`src/rtl/jstk_frame_ctrl.sv`:
```
`default_nettype none
// ============================================================================
// Module   : jstk_frame_ctrl
// Brief    : PmodJSTK frame sequencer. Reads five bytes through the SPI byte
//            engine, publishes X/Y/buttons atomically, aborts on engine stall.
// Revision : 1.0 - initial release
// ============================================================================
module jstk_frame_ctrl #(
    parameter int TMO_START = 4,
    parameter int TMO_XFER  = 24
) (
    input  logic       CLK,
    input  logic       RST,
    input  logic       sndRec,
    input  logic       byteBusy,
    input  logic [7:0] byteIn,
    output logic       getByte,
    output logic       SS,
    output logic       BUSY,
    output logic       DONE,
    output logic       ERR,
    output logic [9:0] posX,
    output logic [9:0] posY,
    output logic [2:0] btn
);

    typedef enum logic [2:0] {
        S_IDLE    = 3'd0,
        S_SETUP   = 3'd1,
        S_REQ     = 3'd2,
        S_XFER    = 3'd3,
        S_GAP     = 3'd4,
        S_PUBLISH = 3'd5,
        S_ABORT   = 3'd6
    } state_t;

    localparam logic [4:0] c_TMO_START = 5'(TMO_START);
    localparam logic [4:0] c_TMO_XFER  = 5'(TMO_XFER);
    localparam logic [2:0] c_LAST_IDX  = 3'd4;

    state_t     state_q,    state_d;
    logic [2:0] idx_q,      idx_d;
    logic [4:0] cnt_q,      cnt_d;
    logic [4:0] cnt_inc;
    logic [7:0] raw0_q,     raw0_d;
    logic [1:0] raw1_q,     raw1_d;
    logic [7:0] raw2_q,     raw2_d;
    logic [1:0] raw3_q,     raw3_d;
    logic [2:0] raw4_q,     raw4_d;
    logic       get_byte_q, get_byte_d;
    logic       ss_q,       ss_d;
    logic       busy_q,     busy_d;
    logic       done_q,     done_d;
    logic       err_q,      err_d;
    logic [9:0] pos_x_q,    pos_x_d;
    logic [9:0] pos_y_q,    pos_y_d;
    logic [2:0] btn_q,      btn_d;

    // Saturating so a stuck engine can never wrap the counter past the limit
    assign cnt_inc = (cnt_q == 5'h1f) ? cnt_q : cnt_q + 5'd1;

    always_comb begin
        state_d    = state_q;
        idx_d      = idx_q;
        cnt_d      = cnt_q;
        raw0_d     = raw0_q;
        raw1_d     = raw1_q;
        raw2_d     = raw2_q;
        raw3_d     = raw3_q;
        raw4_d     = raw4_q;
        get_byte_d = get_byte_q;
        ss_d       = ss_q;
        busy_d     = busy_q;
        done_d     = 1'b0;
        err_d      = 1'b0;
        pos_x_d    = pos_x_q;
        pos_y_d    = pos_y_q;
        btn_d      = btn_q;

        case (state_q)
            S_IDLE: begin
                ss_d       = 1'b1;
                get_byte_d = 1'b0;
                busy_d     = 1'b0;
                idx_d      = 3'd0;
                cnt_d      = 5'd0;
                if (sndRec) begin
                    state_d = S_SETUP;
                end
            end
            S_SETUP: begin
                ss_d    = 1'b0;
                busy_d  = 1'b1;
                cnt_d   = 5'd0;
                state_d = S_REQ;
            end
            S_REQ: begin
                cnt_d = cnt_inc;
                if (byteBusy) begin
                    // Drop the request on the same edge the engine goes busy
                    get_byte_d = 1'b0;
                    cnt_d      = 5'd0;
                    state_d    = S_XFER;
                end else if (cnt_inc >= c_TMO_START) begin
                    get_byte_d = 1'b0;
                    state_d    = S_ABORT;
                end else begin
                    get_byte_d = 1'b1;
                end
            end
            S_XFER: begin
                get_byte_d = 1'b0;
                cnt_d      = cnt_inc;
                if (!byteBusy) begin
                    case (idx_q)
                        3'd0:    raw0_d = byteIn;
                        3'd1:    raw1_d = byteIn[1:0];
                        3'd2:    raw2_d = byteIn;
                        3'd3:    raw3_d = byteIn[1:0];
                        default: raw4_d = byteIn[2:0];
                    endcase
                    state_d = S_GAP;
                end else if (cnt_inc >= c_TMO_XFER) begin
                    state_d = S_ABORT;
                end
            end
            S_GAP: begin
                cnt_d = 5'd0;
                if (idx_q == c_LAST_IDX) begin
                    state_d = S_PUBLISH;
                end else begin
                    idx_d   = idx_q + 3'd1;
                    state_d = S_REQ;
                end
            end
            S_PUBLISH: begin
                pos_x_d = {raw1_q, raw0_q};
                pos_y_d = {raw3_q, raw2_q};
                btn_d   = raw4_q;
                done_d  = 1'b1;
                ss_d    = 1'b1;
                busy_d  = 1'b0;
                state_d = S_IDLE;
            end
            S_ABORT: begin
                ss_d       = 1'b1;
                get_byte_d = 1'b0;
                busy_d     = 1'b0;
                err_d      = 1'b1;
                state_d    = S_IDLE;
            end
            default: begin
                state_d = S_IDLE;
            end
        endcase
    end

    always_ff @(posedge CLK) begin
        if (RST) begin
            state_q    <= S_IDLE;
            idx_q      <= 3'd0;
            cnt_q      <= 5'd0;
            raw0_q     <= 8'd0;
            raw1_q     <= 2'd0;
            raw2_q     <= 8'd0;
            raw3_q     <= 2'd0;
            raw4_q     <= 3'd0;
            get_byte_q <= 1'b0;
            ss_q       <= 1'b1;
            busy_q     <= 1'b0;
            done_q     <= 1'b0;
            err_q      <= 1'b0;
            pos_x_q    <= 10'd0;
            pos_y_q    <= 10'd0;
            btn_q      <= 3'd0;
        end else begin
            state_q    <= state_d;
            idx_q      <= idx_d;
            cnt_q      <= cnt_d;
            raw0_q     <= raw0_d;
            raw1_q     <= raw1_d;
            raw2_q     <= raw2_d;
            raw3_q     <= raw3_d;
            raw4_q     <= raw4_d;
            get_byte_q <= get_byte_d;
            ss_q       <= ss_d;
            busy_q     <= busy_d;
            done_q     <= done_d;
            err_q      <= err_d;
            pos_x_q    <= pos_x_d;
            pos_y_q    <= pos_y_d;
            btn_q      <= btn_d;
        end
    end

    assign getByte = get_byte_q;
    assign SS      = ss_q;
    assign BUSY    = busy_q;
    assign DONE    = done_q;
    assign ERR     = err_q;
    assign posX    = pos_x_q;
    assign posY    = pos_y_q;
    assign btn     = btn_q;

endmodule
`default_nettype wire

```
`config.mk`:
```
export PLATFORM = sky130hd
export DESIGN_NAME = jstk_frame_ctrl
export DESIGN_NICKNAME = d
export VERILOG_FILES = /design/src/rtl/jstk_frame_ctrl.sv
export SDC_FILE = /design/constraint.sdc
export NUM_CORES = 1
export LEC_CHECK = 0
export CORE_ASPECT_RATIO = 0.75
export CORE_MARGIN = 2
export CORE_UTILIZATION = 45
export CTS_CLUSTER_DIAMETER = 200
export DETAILED_ROUTE_END_ITERATION = 8
export DONT_BUFFER_PORTS = 1
export PLACE_DENSITY = 0.57
export SETUP_SLACK_MARGIN = 0.02
export SYNTH_ARGS = -nofsm -noshare
export SYNTH_HDL_FRONTEND = slang
export SYNTH_SLANG_ARGS = --single-unit
```
`constraint.sdc`:
```
create_clock -name CLK -period 1.8 [get_ports CLK]
set_clock_uncertainty 0.15 [all_clocks]
set_input_delay 0.27 -clock CLK [delete_from_list [all_inputs] [get_ports CLK]]
set_output_delay 0.27 -clock CLK [all_outputs]
set_load 0.1 [all_outputs]
```
==> flow_summary.ini <==
[timing]
slew_violations = 0
period_needed_ns = 1.693
setup_ws_ns = 0.1071
setup_viol = 0
maxSlewHeadroom_pct = 76.53
worst_pin_slew_ns = 0.3521
rsz0062_at_grt = false
fin_crit_sh_pct = 94.05
finalHoldViolations = 0
timing.fmax_ghz = 0.5907
finalSetupTns_ns = 0

[worst_setup_path]
cp.depth = 6
crit_family = flip-flops
critPathMaxStageDelay_ns = 0.39
worstSetupPathType = reg2reg
arrival_ns = 1.76
rr_worst_depth = 6
cp.required_ns = 1.87
cpMaxStageDelayCell = dfxtp_1
path_cells = inv_1 -> ha_1 -> and2_1 -> mux2_2 -> nand2_1 -> a21oi_1
crit_path_start_kind = flip-flop
worst-path-max-fanout = 6
critPathBufInv = 1
worstSetupEndpointType = flip-flop

[cells_and_area]
drive_gt1_share_pct = 17.15
multi_input_area_um2 = 1255
layout.cells.non_filler = 422
nFillCells = 534
seq_area_um2 = 1241
area_growth_pct = 24.83
diodes = 0
nets = 357

[clock_tree]
cts.sinks = 62
clk_latency_ns = 0.33
cts.clk_slew.worst_paths_ns = 0.06
post_cts_buffers = 0
cts_inserted_buffers = 9
clockBufferDepth = 2
cts-root-buf = clkbuf_8
htree_levels = 3
cts_tree = yes

[power_and_ir_drop]
seqPwrFrac_pct = 43.7
p_per_area_nw_per_um2 = 981.1
leakagePower_uw = 0.001367
pwr-share-clk_pct = 47.3
power.internal_uw = 2495
p_sw_share_pct = 22.24
switching_power_uw = 713.7
ir_drop_uv = 595.3
p_comb_share_pct = 9.0
p_total_uw = 3209

[yosys]
synth.most_common_cell = dfxtp_1
yosysTopAreaCellShare_pct = 47.37
synthTopCellsByCount = dfxtp_1 (62), nand2_1 (60), a21oi_1 (39)
synth_flop_cell = dfxtp_1
synth_edf_count = 0
ys_warn_count = 0
async_reset_ff_share_pct = 0
synth_largest_area_cell = dfxtp_1
netlist_instances = 300
ys_seq_elements = 62
synth.cell_area_um2 = 2620
synth_area_leaders = dfxtp_1 (47%), nand2_1 (8.6%), mux2i_1 (8.4%)
postSynthAreaPerCell_um2 = 8.733
synth_nets = 318
ys_types = 42
ys_seq_area_share_pct = 47.37

[routing]
vias_per_cell = 5.031
num_vias = 2123
antenna_left = 0
wl_um = 5430
dr.pass1.iters = 4
drt-initial-drc-count = 97
routedWlPerCell_um = 12.87
drcViolationCount = 0

[grt]
grt_pass1_wl_um = 9252
grt_max_degree = 60
grt_pass1_vias = 1934
antenna_found_initial = 0
gr-usage-all-layers_pct = 18.19
grt_overflow = 0

[hold_path]
hold_path.class = in2reg
hold_path_depth = 3

[die]
start_util_pct = 45.92
rows = 24
die_w_um = 92.11
fp.dieArea_um2 = 6455
die_y_um = 70.08
coreArea_um2 = 5705
pin_count = 40

[place]
hpwlAfterDp_um = 3519
place_ws_ns = 0.1314
io_buffers = 0
dp_cells = 397
gp_congestion = 0.7907

[status]
status = finished, final reports clean

[run]
maxCapViolCount = 0
[logic make-up (layout without fill, tap and decap cells)]
kind of cell,after synthesis,count (layout),synth area share [%]
AOI/OAI and AO/OA,60,60,13.61
xor gates and xnor gates,1,1,0.3343
adders and majority gates,6,6,2.865
buffers and inverters,26,70,5.110
DFF,62,62,47.37
muxes,23,23,8.835
and+or+nand+nor,122,122,21.87
[worst paths after layout]
path | from | end | slack (ns)
worst min-delay path | byteBusy | state_q[0] | 0.07
worst max-delay path | idx_q[0] | idx_q[0] | 0.11
worst min register to register | raw0_q[5] | posX[5] | 0.30
worst max register to register | idx_q[0] | idx_q[0] | 0.11
[per-stage QoR]
stage | utilization (%) | hold slack, ns | area, um^2
6_report | 57.32 | 0.07161 | 3271
3_3_place_gp | 50.90 | 0.1960 | 2904
4_1_cts | 57.15 | 0.05209 | 3261
2_1_floorplan | - | 0.2639 | 2620
5_1_grt | 57.32 | 0.08711 | 3271
3_5_place_dp | 50.90 | 0.1976 | 2904
[power groups by stage]
| stage | combinational [uW] | sequential, uW | clock, uW |
|---|---|---|---|
| CTS | 285 | 1400 | 1560 |
| global route | 314 | 1400 | 1610 |
| detailed placement | 237 | 1430 | 0 |
| floorplan | 156 | 1480 | 0 |
| global placement | 240 | 1430 | 0 |
| finish | 289 | 1400 | 1520 |
[layer usage]
layer / share of wire [%] / wire [um] / track usage, % / vias up
met5: 0 / 0 / 0 / -
met4: 0.96 / 52 / 6.468 / 0
met3: 6.4 / 350 / 7.551 / 9
met2: 44 / 2363 / 25.98 / 50
met1: 49 / 2664 / 24.74 / 966
li1: - / - / - / 1098
[flip-flops by register name, indices dropped and copies added, names as in the netlist, 2 cells and up]
| name | flops |
|---|---|
| btn | 3 |
| cnt_q | 5 |
| idx_q | 3 |
| posX | 10 |
| posY | 10 |
| raw0_q | 8 |
| raw1_q | 2 |
| raw2_q | 8 |
| raw3_q | 2 |
| raw4_q | 3 |
| state_q | 3 |
[layout make-up]
type                            instances  share of cell area [%]
Clock inverter                          3                   2.754
Timing Repair Buffer                   46                   12.17
Multi-Input combinational cell        212                   38.37
Clock buffer                           13                   4.858
Inverter                                8                  0.9181
Sequential cell                        62                   37.95
Tap cell                               78                   2.984
[cell usage in the layout (no fill, tap or decap), drive strengths merged, types with 2 or more instances in the layout]
cell type	Yosys	layout
dlygate4sd3	0	8
bufinv	0	3
mux2i	22	22
buf	10	38
nand3	6	6
nor2	28	28
dfxtp	62	62
nor3b	3	3
nand2	60	60
nor2b	6	6
nand2b	4	4
inv	8	8
nor4	2	2
clkbuf	8	13
o22ai	3	3
o21ai	5	5
and2	5	5
nor3	4	4
a21oi	39	39
a22o	2	2
nand4	2	2
a31oi	2	2
ha	6	6
[tightest hold or removal path, delay by kind of cell]
family          cells  cell delay, ns
compound gates      2            0.17
simple gates        1            0.07
[timing repair]
action,CTS,global route
setup endpoints to repair,0,3
hold endpoints to repair,59,0
gates resized for setup,0,2
hold buffers,9,0
(Power assumes the default switching activity.)
